**config.mk**
```make
export PLATFORM = sky130hd
export DESIGN_NAME = fma_seq
export DESIGN_NICKNAME = d
export VERILOG_FILES = /design/src/rtl/fma_seq.sv
export SDC_FILE = /design/constraint.sdc
export NUM_CORES = 1
export LEC_CHECK = 0
export ABC_AREA = 1
export CAP_MARGIN = 15
export CORE_MARGIN = 2
export CORE_UTILIZATION = 41
export DETAILED_ROUTE_END_ITERATION = 16
export PLACE_DENSITY = 0.89
export SETUP_SLACK_MARGIN = 0.4
export SLEW_MARGIN = 30
export SYNTH_ARGS = -nofsm -noshare
export SYNTH_HDL_FRONTEND = slang
export SYNTH_SLANG_ARGS = --single-unit
```
**constraint.sdc**
```tcl
create_clock -name clk -period 1.3 [get_ports clk]
set_input_delay 0.26 -clock clk [delete_from_list [all_inputs] [get_ports clk]]
set_output_delay 0.26 -clock clk [all_outputs]
set_load 0.05 [all_outputs]
```
**src/rtl/fma_seq.sv**
```systemverilog
// Control sequencer for the shared FMA mantissa datapath: four partial products through mul0,
// one alignment load, one add0 accumulation, result held until the consumer takes it.
module fma_seq #(
  parameter int NPP = 4
) (
  input  logic        clk,
  input  logic        reset,
  input  logic        req_valid,
  output logic        req_ready,
  input  logic        req_sub,
  input  logic [23:0] req_sft,
  output logic        mul_en,
  output logic [1:0]  mul_sel,
  output logic        pp_wr,
  output logic [1:0]  pp_idx,
  output logic        aln_en,
  output logic [5:0]  aln_sft0,
  output logic [5:0]  aln_sft1,
  output logic [5:0]  aln_sft2,
  output logic [5:0]  aln_sft3,
  output logic        add_en,
  output logic        add_sub,
  output logic [1:0]  add_cin,
  output logic        res_valid,
  input  logic        res_ready,
  output logic        busy
);

  localparam logic [1:0] LAST_PP = 2'(NPP - 1);

  typedef enum logic [2:0] {
    IDLE  = 3'd0,
    MUL   = 3'd1,
    DRAIN = 3'd2,
    ADD   = 3'd3,
    DONE  = 3'd4
  } state_t;

  state_t      state_q, state_d;
  logic [1:0]  cnt_q, cnt_d;
  logic        sub_q, sub_d;
  logic [23:0] sft_q, sft_d;
  logic        pp_wr_q;
  logic [1:0]  pp_idx_q;
  logic        accept;

  always_ff @(posedge clk) begin
    if (reset) begin
      state_q <= IDLE;
      cnt_q   <= 2'd0;
      sub_q   <= 1'b0;
      sft_q   <= 24'd0;
    end else begin
      state_q <= state_d;
      cnt_q   <= cnt_d;
      sub_q   <= sub_d;
      sft_q   <= sft_d;
    end
  end

  // mul0 output is registered, so the capture strobe trails the multiply by one cycle.
  always_ff @(posedge clk) begin
    if (reset) begin
      pp_wr_q  <= 1'b0;
      pp_idx_q <= 2'd0;
    end else begin
      pp_wr_q  <= (state_q == MUL);
      pp_idx_q <= (state_q == MUL) ? cnt_q : 2'd0;
    end
  end

  always_comb begin
    state_d   = state_q;
    cnt_d     = cnt_q;
    sub_d     = sub_q;
    sft_d     = sft_q;
    req_ready = 1'b0;

    case (state_q)
      IDLE:    req_ready = ~reset;
      DONE:    req_ready = ~reset & res_ready;
      default: req_ready = 1'b0;
    endcase

    accept = req_valid & req_ready;

    case (state_q)
      IDLE: begin
        if (accept) state_d = MUL;
      end
      MUL: begin
        cnt_d = cnt_q + 2'd1;
        if (cnt_q == LAST_PP) state_d = DRAIN;
      end
      DRAIN:   state_d = ADD;
      ADD:     state_d = DONE;
      DONE: begin
        if (res_ready) state_d = accept ? MUL : IDLE;
      end
      default: state_d = IDLE;
    endcase

    if (accept) begin
      sub_d = req_sub;
      sft_d = req_sft;
      cnt_d = 2'd0;
    end
  end

  assign mul_en    = (state_q == MUL);
  assign mul_sel   = (state_q == MUL) ? cnt_q : 2'd0;
  assign aln_en    = (state_q == MUL) && (cnt_q == 2'd0);
  assign pp_wr     = pp_wr_q;
  assign pp_idx    = pp_idx_q;
  assign add_en    = (state_q == ADD);
  assign res_valid = (state_q == DONE);
  assign busy      = (state_q != IDLE);

  // Two inverted operands on a subtract each need their own +1.
  assign add_sub   = sub_q;
  assign add_cin   = sub_q ? 2'b10 : 2'b00;

  assign aln_sft0  = sft_q[5:0];
  assign aln_sft1  = sft_q[11:6];
  assign aln_sft2  = sft_q[17:12];
  assign aln_sft3  = sft_q[23:18];

endmodule

```
==> results of run 1 <==
## cells in the final DEF, fill, tap and decap left out, types with 4 or more instances in the layout
cell / count
buf_12: 41
inv_1: 32
clkdlybuf4s50_1: 28
dfxtp_2: 27
o21ai_2: 22
nand2_2: 18
buf_4: 18
nand2_1: 10
nand3_1: 7
buf_6: 7
nand2_4: 6
nor2_4: 5
dfxtp_4: 5
clkbuf_4: 5
nor2_1: 4
o21ai_4: 4
## registers in the layout, summed over array words and instances, names as in the netlist
register  count
add_sub       1
pp_idx        2
cnt_q         2
pp_wr         1
sft_q        24
state_q       3
## per-layer routing
metal / vias to the layer above / share of wire (%)
met2: 62 / 54
met5: - / 0
met4: 0 / 2.7
li1: 702 / -
met3: 15 / 4.0
met1: 733 / 39
## repair_timing
action / in CTS / in global routing
pin swaps: 4 / 6
buffers inserted: 12 / 9
gates cloned: 2 / 1
hold buffers: 0 / 0
resized for setup: 41 / 22
setup endpoints to repair: 67 / 70
## critical path: cells and delay by family (launching register included)
| kind | cells | cell delay (ns) |
|---|---|---|
| simple gates | 3 | 0.44 |
| flops | 1 | 0.38 |
| buf+inv | 1 | 0.14 |
## path summary, 6_finish.rpt
check	start	end	depth (start not counted)	slack, ns
worst min-delay path	sft_q[5]	sft_q[5]	2	0.49
worst max register to register	state_q[0]	state_q[0]	8	-0.21
worst min register to register	sft_q[5]	sft_q[5]	2	0.49
worst max-delay path	state_q[2]	mul_sel[1]	4	-0.24
## power by group
group | switching [mW] | internal (mW) | total [mW]
Clock | 0.339 | 0.267 | 0.606
Combinational | 0.657 | 0.646 | 1.30
Sequential | 0.0923 | 1.09 | 1.19
Total | 1.09 | 2.01 | 3.09
## logic make-up after synthesis
logic type      after synthesis
other cells                   1
simple gates                 57
buf+inv                      44
fa+ha+maj                     2
compound gates               29
flops                        33
## through the flow
step           setup WS (ns)  std cells  utilization, %  hold WS, ns
4_1_cts               -0.215        301            86.2        0.475
3_3_place_gp          -0.221        279            78.1        0.477
3_5_place_dp          -0.244        279            78.1        0.494
5_1_grt               -0.303        311            91.4        0.501
6_report              -0.245        311            91.4        0.485
2_1_floorplan         0.0864        166               -        0.322
## layout make-up
class	count	area share [%]
timing repair buffer	97	45.0
multi-input combinational	89	23.3
sequential	33	23.0
inverter	38	4.97
clock buffer	8	1.90
tap	46	1.86
==> results.rst, run 1 <==
.. list-table::
   :header-rows: 1

   * - Metric
     - Value
   * - Setup TNS after final layout
     - -5.79 ns
   * - Std-Cell Core Area
     - 0.00339 sq mm
   * - Share of the yosys chip area belonging to registers
     - 44.6%
   * - Worst-case setup margin in the final layout
     - -0.245 ns
   * - Overall track demand over capacity in global routing
     - 22.1%
   * - Initial DRC Count
     - 62
   * - Post-route standard cell area excluding fillers
     - 0.00310 sq mm
   * - Cell at the root of the clock tree
     - clkbuf_4
   * - Stage delay of the slowest cell on the critical path
     - 0.38 ns
   * - Total inserted antenna cells
     - 0
   * - Unrepaired setup endpoints after global routing
     - true
   * - Combinational family with the most area after synthesis
     - simple AND/OR/NAND/NOR gates
   * - Synth Net Count
     - 197
   * - Std-Cell Rows
     - 21
   * - Number of global-route vias before repair
     - 1442
   * - Via count of the routed design
     - 1512
   * - DR pass1 iterations
     - 4
   * - Cells after synthesis
     - 166
   * - Max-cap violations
     - 0
   * - DIE WIDTH
     - 64.1 um
   * - Overflow left after global routing
     - 0
   * - Cell mode on critical path
     - nor2_4
   * - Post-Place Cell Area
     - 0.00265 sq mm
   * - Nets
     - 295
   * - Number of I/O port buffers
     - 65
   * - Die area
     - 0.00411 sq mm
   * - Count of filler cells inserted in the layout
     - 134
   * - Met2 usage
     - 39.3%
   * - Sum of net half-perimeters after detailed placement
     - 2.65 mm
   * - Xor and xnor area share after synthesis
     - 0%
   * - Post-synthesis adder-cell area fraction
     - 1.69%
   * - Count of pins over their slew limit
     - 0
   * - Class of the most critical hold timing path
     - reg2reg
   * - Outcome
     - finished with violations
   * - Arrival time of the worst setup path
     - 1.28 ns
   * - Flip-flop and latch count after synthesis
     - 33
   * - Crit path cell chain
     - nor2_4, nand2_4, nor2_4, buf_12
   * - Synthesized-area fraction occupied by ao, oa, aoi and oai cells
     - 16.1%
   * - Biggest area contributors in the synthesized netlist
     - dfxtp_1 (45%), o21ai_2 (12%), inv_1 (9.6%)
   * - Peak-usage layer in the global routing report
     - met2
   * - Commonest cells post-synth
     - inv_1 (38), dfxtp_1 (33), nand2_2 (21), o21ai_2 (20), nand2_1 (13)
   * - Layout cells sized above 1
     - 66.4%
   * - Clock tree from TritonCTS
     - yes
   * - Highest Clock Rate
     - 647 MHz
   * - Failing checks
     - setup timing
   * - Pin count of the biggest net entering global routing
     - 15
   * - Clk sinks
     - 33
   * - Leading area contributor after synthesis
     - dfxtp_1
   * - Starting density of the core
     - 43.7%
   * - Count of unique library cells instantiated by Yosys
     - 21
   * - Y dimension of the die
     - 64.1 um
   * - Proportion of register bits with asynchronous set or reset after synthesis
     - 0%
   * - Period utilisation layout
     - 119%
   * - I/O Pins
     - 67
   * - P&R area growth vs syn
     - 109%
   * - Clock latency of the later-clocked register in the worst-skew pair
     - 0.33 ns
   * - Longest Clk Path Bufs
     - 2
   * - Total power consumption of the routed design
     - 3.09 mW
   * - WL per Instance
     - 17.6 um
   * - Number of setup violations in the final report
     - 38
   * - Critical setup path kind
     - reg2out
   * - Areal power density over the cells
     - 998 mW/mm^2
   * - Crit path max fanout
     - 7
   * - Setup crit start kind
     - flip-flop
   * - Area used by sequential logic in the layout
     - 713 sq um
   * - Post-Route WL
     - 5.46 mm
   * - Most numerous cell in the Yosys netlist
     - inv_1
   * - Cell at the slowest stage of the critical path
     - dfxtp_4
   * - Number of clock buffers inserted by TritonCTS
     - 5
   * - Data required, critical path
     - 1.04 ns
   * - Vias per inst
     - 4.86
   * - Synth Flop Type
     - dfxtp_1
   * - P_leak
     - 1.28 nW
   * - Multiplexer fraction of the synthesized cell area
     - 0%
   * - Area of the multi-input gates
     - 721 sq um
   * - GR Util met1
     - 26.1%
   * - Remaining DRCs
     - 0
   * - Share of synthesized cell area in and, or, nand and nor gates
     - 21.3%
   * - Final GP Congestion
     - 0.751
   * - Area of the mapped netlist
     - 0.00148 sq mm
   * - Antenna violation net count after detailed routing
     - 0
   * - Min Clock Period, post-route
     - 1.54 ns
   * - Clock slew at reported path FFs
     - 0.09 ns
   * - Worst-case clock skew
     - 0.0126 ns
   * - Global Route met3 Usage
     - 5.28%
   * - Maximum level of the CTS H-tree
     - 2
   * - Post-synth EDFFs
     - 0
   * - Peak supply drop
     - 750 uV
   * - Antenna violations before repair
     - 0
   * - Syn_area_per_cell
     - 8.92 sq um
   * - Element type at the critical path end
     - output pin
   * - Hold violation total from the final report
     - 0
   * - Area fraction of the dominant cell type after synthesis
     - 44.6%
   * - Warnings, synthesis
     - 0
   * - Wire length of the first global-routing pass
     - 6.95 mm
Power figures use the tool's default switching activity.
==> run 2, diff against run 1 <==
--- a/config.mk
+++ b/config.mk
@@ -8,9 +8,9 @@
 export ABC_AREA = 1
 export CAP_MARGIN = 15
 export CORE_MARGIN = 2
-export CORE_UTILIZATION = 41
+export CORE_UTILIZATION = 37
 export DETAILED_ROUTE_END_ITERATION = 16
-export PLACE_DENSITY = 0.89
+export PLACE_DENSITY = 0.85
 export SETUP_SLACK_MARGIN = 0.4
 export SLEW_MARGIN = 30
 export SYNTH_ARGS = -nofsm -noshare
==> constraint.sdc (replaced) <==
create_clock -name clk -period 1.31 [get_ports clk]
set_input_delay 0.262 -clock clk [delete_from_list [all_inputs] [get_ports clk]]
set_output_delay 0.262 -clock clk [all_outputs]
set_load 0.05 [all_outputs]
==> results.rst, run 2 (synthesis gave the netlist of run 1 again) <==
.. list-table::
   :header-rows: 1

   * - Metric
     - Value
   * - Commonest non-fill, non-tap cells in the layout
     - buf_12 (40), inv_1 (29), dfxtp_2 (27), clkdlybuf4s50_1 (26), nand2_4 (25) (was buf_12 (41), inv_1 (32), clkdlybuf4s50_1 (28), dfxtp_2 (27), o21ai_2 (22))
   * - Worst-case clock skew
     - 0.00530 ns (was 0.0126 ns)
   * - Max FFs per register
     - 24 (unchanged)
   * - Highest Clock Rate
     - 692 MHz
   * - Post-Route WL
     - 5.10 mm (was 5.46 mm)
   * - Failing checks
     - setup timing (unchanged)
   * - Clock tree from TritonCTS
     - yes (unchanged)
   * - Largest delay share family, worst path
     - simple AND/OR/NAND/NOR gates (unchanged)
   * - Layout cells sized above 1
     - 71.8% (was 66.4%)
   * - Data required, critical path
     - 1.05 ns (was 1.04 ns)
   * - Number of I/O port buffers
     - 65 (unchanged)
   * - Routed length on met3
     - 323 um (was 216 um)
   * - Antenna violation net count after detailed routing
     - 0 (unchanged)
   * - Switching power as a share of total power
     - 33.5% (was 35.2%)
   * - P&R area growth vs syn
     - 119% (was 109%)
   * - Peak supply drop
     - 838 uV (was 750 uV)
   * - Maximum level of the CTS H-tree
     - 2 (unchanged)
   * - Total buffers and inverters traversed by the critical path
     - 1 (unchanged)
   * - Wire length of the first global-routing pass
     - 7.48 mm (was 6.95 mm)
   * - Remaining DRCs
     - 0 (unchanged)
   * - Areal power density over the cells
     - 1010 mW/mm^2 (was 998 mW/mm^2)
   * - Internal Dissipation
     - 2.19 mW (was 2.01 mW)
   * - Pin count of the biggest net entering global routing
     - 11 (was 15)
   * - I/O Pins
     - 67 (unchanged)
   * - Period utilisation layout
     - 110%
   * - Worst reg2reg setup slack
     - -0.13 ns (was -0.21 ns)
   * - Max-cap violations
     - 0 (unchanged)
   * - Overall track demand over capacity in global routing
     - 22.7% (was 22.1%)
   * - Clock network power share
     - 25.1% (was 19.6%)
   * - Length in cells of the worst reg-to-reg path
     - 8 (unchanged)
   * - Initial DRC Count
     - 68 (was 62)
   * - Met2 WL post-DR
     - 2.90 mm (was 2.95 mm)
   * - Min Clock Period, post-route
     - 1.44 ns
   * - Overflow left after global routing
     - 0 (unchanged)
   * - Y dimension of the die
     - 67.3 um (was 64.1 um)
   * - Via count of the routed design
     - 1469 (was 1512)
   * - Reg-to-reg critical path endpoint
     - sft_q[10] (was state_q[0])
   * - Sum of net half-perimeters after detailed placement
     - 2.87 mm (was 2.65 mm)
   * - Std-Cell Core Area
     - 0.00374 sq mm (was 0.00339 sq mm)
   * - Class of the most critical hold timing path
     - in2reg (was reg2reg)
   * - DIE WIDTH
     - 67.3 um (was 64.1 um)
   * - Die area
     - 0.00452 sq mm (was 0.00411 sq mm)
   * - Fraction of the core area covered by cells at the end of the flow
     - 86.7% (was 91.4%)
   * - Post-placement worst setup slack
     - -0.243 ns (was -0.244 ns)
   * - Nets
     - 296 (was 295)
   * - Vias per inst
     - 4.68 (was 4.86)
   * - Count of pins over their slew limit
     - 0 (unchanged)
   * - Worst-case setup margin in the final layout
     - -0.134 ns (was -0.245 ns)
   * - DR pass1 iterations
     - 4 (unchanged)
   * - Hold violation total from the final report
     - 0 (unchanged)
   * - Crit path cell chain
     - nor2_4, nand2_4, nor2_4, buf_12 (unchanged)
   * - Stage delay of the slowest cell on the critical path
     - 0.37 ns (was 0.38 ns)
   * - Outcome
     - finished with violations (unchanged)
   * - Antenna violations before repair
     - 0 (unchanged)
   * - Std-Cell Rows
     - 22 (was 21)
   * - Setup TNS after final layout
     - -1.83 ns (was -5.79 ns)
   * - Cell at the root of the clock tree
     - clkbuf_8 (was clkbuf_4)
   * - Worst setup endpoint
     - mul_sel[0] (was mul_sel[1])
   * - Critical R2R Launch
     - state_q[0] (unchanged)
   * - P_leak
     - 1.45 nW (was 1.28 nW)
   * - Starting density of the core
     - 39.5% (was 43.7%)
   * - Registers with the most flip-flops
     - sft_q x24, state_q x3 (unchanged)
   * - Reg with most FFs
     - sft_q (unchanged)
   * - Clock latency of the later-clocked register in the worst-skew pair
     - 0.28 ns (was 0.33 ns)
   * - Number of global-route vias before repair
     - 1543 (was 1442)
   * - Number of setup violations in the final report
     - 27 (was 38)
   * - Reg power frac
     - 35.8% (was 38.3%)
   * - WL per Instance
     - 16.2 um (was 17.6 um)
   * - Launch point of the critical path
     - state_q[1] (was state_q[2])
   * - Clock slew at reported path FFs
     - 0.06 ns (was 0.09 ns)
   * - Wire length on met1
     - 1.79 mm (was 2.15 mm)
   * - Crit path max fanout
     - 7 (unchanged)
   * - Cell mode on critical path
     - nor2_4 (unchanged)
   * - Number of gates on the worst path with buffers counted
     - 4 (unchanged)
   * - Most common cell after layout, fill and taps aside
     - buf_12 (unchanged)
   * - Arrival time of the worst setup path
     - 1.18 ns (was 1.28 ns)
   * - Setup crit start kind
     - flip-flop (unchanged)
   * - Critical setup path kind
     - reg2out (unchanged)
   * - Clk sinks
     - 33 (unchanged)
   * - Cell at the slowest stage of the critical path
     - dfxtp_4 (unchanged)
   * - Element type at the critical path end
     - output pin (unchanged)
   * - Number of clock buffers inserted by TritonCTS
     - 5 (unchanged)
   * - Longest Clk Path Bufs
     - 2 (unchanged)
   * - Final GP Congestion
     - 0.699 (was 0.751)
   * - Unrepaired setup endpoints after global routing
     - true (unchanged)
   * - Sw power
     - 1.10 mW (was 1.09 mW)
   * - Portion of total power attributed to combinational logic
     - 39.1% (was 42.1%)
   * - Highest metal layer with signal wires
     - met4 (unchanged)
   * - Count of filler cells inserted in the layout
     - 179 (was 134)
   * - Total inserted antenna cells
     - 0 (unchanged)
-- run 2: cell count changes in the layout (fill, tap and decap cells not counted), moves of 3 or more --
cell | previous run | this run
clkbuf_4 | 5 | 0
clkbuf_8 | 1 | 7
inv_1 | 32 | 29
nand2_1 | 10 | 4
nand2_2 | 18 | 5
nand2_4 | 6 | 25
nand3_1 | 7 | 4
o21ai_4 | 4 | 1
-- run 2: tightest hold or removal path, cell delays in order --
cell,delay [ns]
dlymetal6s2s_1,0.10
inv_2,0.07
nand3_4,0.11
a21oi_2,0.05
-- run 2: what timing repair did --
| item | CTS | global route |
|---|---|---|
| pin swaps | 9 | 5 |
| endpoints found under the setup margin | 68 | 69 |
| resized for setup | 76 | 22 |
| hold buffers | 0 | 0 |
| gates cloned | 2 | 0 |
| buffers inserted | 15 | 6 |
-- run 2: cell type report --
class	instances	area [sq um]	share of cell area, %
Multi-Input combinational cell	89	826	25.4
Clock inverter	1	5.00	0.154
Sequential cell	33	717	22.1
Timing Repair Buffer	98	1390	42.7
Inverter	38	156	4.82
Tap cell	48	60.1	1.85
Clock buffer	7	96.3	2.97
-- run 2: worst min-delay path by stage --
stage / from / end / slack, ns / cells past startpoint
finish: res_ready / state_q[2] / 0.36 / 4
global route: reset / pp_idx[0] / 0.38 / 3
CTS: sft_q[1] / sft_q[1] / 0.48 / 2
detailed placement: sft_q[1] / sft_q[1] / 0.49 / 2
global placement: cnt_q[1] / cnt_q[1] / 0.48 / 2
floorplan: reset / state_q[2] / 0.32 / 1
-- run 2: power by group through the flow --
stage,Combinational [mW],Clock (mW),Sequential [mW]
after global placement,1.03,0,1.18
after CTS,1.21,0.842,1.17
after global routing,1.34,0.893,1.18
after detailed placement,1.05,0,1.18
final,1.29,0.826,1.18
after floorplan,0.355,0,1.36
-- run 2: per-layer routing --
metal | GRT usage, % | vias up
met4 | 6.38 | 0
met1 | 24.2 | 707
met2 | 43.2 | 53
met5 | 0 | -
li1 | - | 701
met3 | 6.17 | 8
-- run 2: metrics by stage --
step	power (mW)	hold slack (ns)	instances	cell area, sq um
after floorplan	1.72	0.324	166	1560
after global placement	2.21	0.477	283	2640
after detailed placement	2.23	0.485	283	2640
after CTS	3.22	0.478	308	3110
after global routing	3.42	0.378	314	3250
final	3.29	0.358	314	3250
==> run 3, diff against run 2 <==
--- a/config.mk
+++ b/config.mk
@@ -8,9 +8,9 @@
 export ABC_AREA = 1
 export CAP_MARGIN = 15
 export CORE_MARGIN = 2
-export CORE_UTILIZATION = 37
+export CORE_UTILIZATION = 41
 export DETAILED_ROUTE_END_ITERATION = 16
-export PLACE_DENSITY = 0.85
+export PLACE_DENSITY = 0.89
 export SETUP_SLACK_MARGIN = 0.4
 export SLEW_MARGIN = 30
 export SYNTH_ARGS = -nofsm -noshare
==> constraint.sdc (replaced) <==
create_clock -name clk -period 1.6 [get_ports clk]
set_input_delay 0.32 -clock clk [delete_from_list [all_inputs] [get_ports clk]]
set_output_delay 0.32 -clock clk [all_outputs]
set_load 0.05 [all_outputs]
==> results.rst, run 3 (synthesis gave the netlist of run 1 again) <==
.. list-table::
   :header-rows: 1

   * - Metric
     - Value
   * - Wire length of the first global-routing pass
     - 6.48 mm (was 7.48 mm)
   * - Fraction of the core area covered by cells at the end of the flow
     - 82.0% (was 86.7%)
   * - Area used by sequential logic in the layout
     - 708 sq um (was 717 sq um)
   * - Final GP Congestion
     - 0.814 (was 0.699)
   * - Setup crit start kind
     - flip-flop (unchanged)
   * - Area of the multi-input gates
     - 669 sq um (was 826 sq um)
   * - Std-Cell Core Area
     - 0.00339 sq mm (was 0.00374 sq mm)
   * - Crit path max fanout
     - 6 (was 7)
   * - Element type at the critical path end
     - output pin (unchanged)
   * - Length in cells of the worst reg-to-reg path
     - 8 (unchanged)
   * - Pin count of the biggest net entering global routing
     - 12 (was 11)
   * - Cell at the root of the clock tree
     - clkbuf_4 (was clkbuf_8)
   * - Registers with the most flip-flops
     - sft_q x24, state_q x3 (unchanged)
   * - Maximum level of the CTS H-tree
     - 2 (unchanged)
   * - Worst reg2reg setup slack
     - 0.16 ns (was -0.13 ns)
   * - Starting density of the core
     - 43.7% (was 39.5%)
   * - Remaining DRCs
     - 0 (unchanged)
   * - Number of instances in the placed design
     - 277 (was 283)
   * - Highest Clock Rate
     - 633 MHz
   * - WL per Instance
     - 14.0 um (was 16.2 um)
   * - Outcome
     - finished, final reports clean (was finished with violations)
   * - Reg-to-reg critical path endpoint
     - add_sub (was sft_q[10])
   * - Count of filler cells inserted in the layout
     - 198 (was 179)
   * - Data required, critical path
     - 1.28 ns (was 1.05 ns)
   * - Critical R2R Launch
     - state_q[0] (unchanged)
   * - Vias per inst
     - 4.62 (was 4.68)
   * - Areal power density over the cells
     - 836 mW/mm^2 (was 1010 mW/mm^2)
   * - Number of clock buffers inserted by TritonCTS
     - 5 (unchanged)
   * - Count of pins over their slew limit
     - 0 (unchanged)
   * - Worst setup endpoint
     - mul_sel[0] (unchanged)
   * - Max-cap violations
     - 0 (unchanged)
   * - Unrepaired setup endpoints after global routing
     - true (unchanged)
   * - Min Clock Period, post-route
     - 1.58 ns
   * - Most common cell after layout, fill and taps aside
     - inv_1 (was buf_12)
   * - Layout cells sized above 1
     - 64.1% (was 71.8%)
   * - P&R area growth vs syn
     - 87.7% (was 119%)
   * - DR pass1 iterations
     - 4 (unchanged)
   * - Reg with most FFs
     - sft_q (unchanged)
   * - I/O Pins
     - 67 (unchanged)
   * - DIE WIDTH
     - 64.1 um (was 67.3 um)
   * - Class of the most critical hold timing path
     - reg2reg (was in2reg)
   * - Overflow left after global routing
     - 0 (unchanged)
   * - Commonest non-fill, non-tap cells in the layout
     - inv_1 (32), clkdlybuf4s50_1 (28), dfxtp_2 (26), buf_6 (23) (was buf_12 (40), inv_1 (29), dfxtp_2 (27), clkdlybuf4s50_1 (26), nand2_4 (25))
   * - Via count of the routed design
     - 1423 (was 1469)
   * - Period utilisation layout
     - 98.8%
   * - Longest Clk Path Bufs
     - 2 (unchanged)
   * - Arrival time of the worst setup path
     - 1.26 ns (was 1.18 ns)
   * - Post-Route WL
     - 4.31 mm (was 5.10 mm)
   * - Nets
     - 293 (was 296)
   * - P_leak
     - 1.18 nW (was 1.45 nW)
   * - Number of global-route vias before repair
     - 1398 (was 1543)
   * - Overall track demand over capacity in global routing
     - 21.0% (was 22.7%)
   * - Worst-case clock skew
     - 0.00751 ns (was 0.00530 ns)
   * - Total power consumption of the routed design
     - 2.32 mW (was 3.29 mW)
   * - Die area
     - 0.00411 sq mm (was 0.00452 sq mm)
   * - Hold path startpoint
     - sft_q[2] (was res_ready)
   * - Number of I/O port buffers
     - 65 (unchanged)
   * - Std-Cell Rows
     - 21 (was 22)
   * - Antenna violations before repair
     - 0 (unchanged)
   * - Antenna violation net count after detailed routing
     - 0 (unchanged)
   * - Initial DRC Count
     - 25 (was 68)
   * - Clock latency of the later-clocked register in the worst-skew pair
     - 0.34 ns (was 0.28 ns)
   * - Clk sinks
     - 33 (unchanged)
   * - Max FFs per register
     - 24 (unchanged)
   * - Final Instance Count excl. Fillers
     - 308 (was 314)
   * - Total inserted antenna cells
     - 0 (unchanged)
   * - Y dimension of the die
     - 64.1 um (was 67.3 um)
   * - Critical setup path kind
     - reg2out (unchanged)
   * - Clock tree from TritonCTS
     - yes (unchanged)
   * - Peak supply drop
     - 530 uV (was 838 uV)
   * - Launch point of the critical path
     - state_q[1] (unchanged)
   * - Clock slew at reported path FFs
     - 0.09 ns (was 0.06 ns)
   * - Sum of net half-perimeters after detailed placement
     - 2.38 mm (was 2.87 mm)
   * - CTS hold repair buffers
     - 0 (unchanged)
   * - Number of setup violations in the final report
     - 0 (was 27)
   * - Hold violation total from the final report
     - 0 (unchanged)
[run 3: layout make-up]
class	instances	area share, %
clock buffer	7	1.98
inverter	38	5.54
multi-input combinational	89	24.1
sequential	33	25.5
tap	46	2.07
timing repair buffer	95	40.8
[run 3: how the worst min path moves through the flow]
stage                      end  slack, ns  depth (start not counted)
global placement     sft_q[13]       0.45                          2
finish                sft_q[2]       0.47                          2
global route          sft_q[2]       0.48                          2
CTS                  sft_q[13]       0.48                          2
detailed placement   sft_q[21]       0.46                          2
floorplan           state_q[1]       0.38                          1
[run 3: critical path, cell delays in order (launching register included)]
cell,delay [ns]
dfxtp_4,0.38
nor2_4,0.15
nand2_4,0.12
nor2_4,0.13
buf_12,0.14
[run 3: layer usage]
| layer | vias up | part of all wire [%] | global-route usage, % |
|---|---|---|---|
| li1 | 694 | - | - |
| met1 | 672 | 37 | 22.7 |
| met2 | 52 | 57 | 38.2 |
| met3 | 5 | 5.9 | 6.69 |
| met4 | 0 | 0.67 | 7.34 |
| met5 | - | 0 | 0 |
[run 3: per-stage QoR]
stage	setup TNS, ns	cell area, sq um	setup slack (ns)	hold slack (ns)
2_1_floorplan	0	1550	0.344	0.385
3_3_place_gp	-0.614	2250	-0.0339	0.451
3_5_place_dp	-1.74	2250	-0.0911	0.456
4_1_cts	0	2660	0.0217	0.477
5_1_grt	-0.140	2780	-0.0359	0.480
6_report	0	2780	0.0196	0.469
[run 3: report_power, final]
| part | internal (mW) | total [mW] | leakage [nW] | switching (mW) |
|---|---|---|---|---|
| clock | 0.207 | 0.469 | 0.0314 | 0.262 |
| sequential | 0.888 | 0.945 | 0.284 | 0.0567 |
| combinational | 0.418 | 0.908 | 0.868 | 0.490 |
| total | 1.51 | 2.32 | 1.18 | 0.808 |
[run 3: repair_timing]
item	in CTS	in global routing
cloned	2	0
pin swaps	8	5
buffers inserted	15	7
endpoints found under the setup margin	59	62
gates resized for setup	55	36
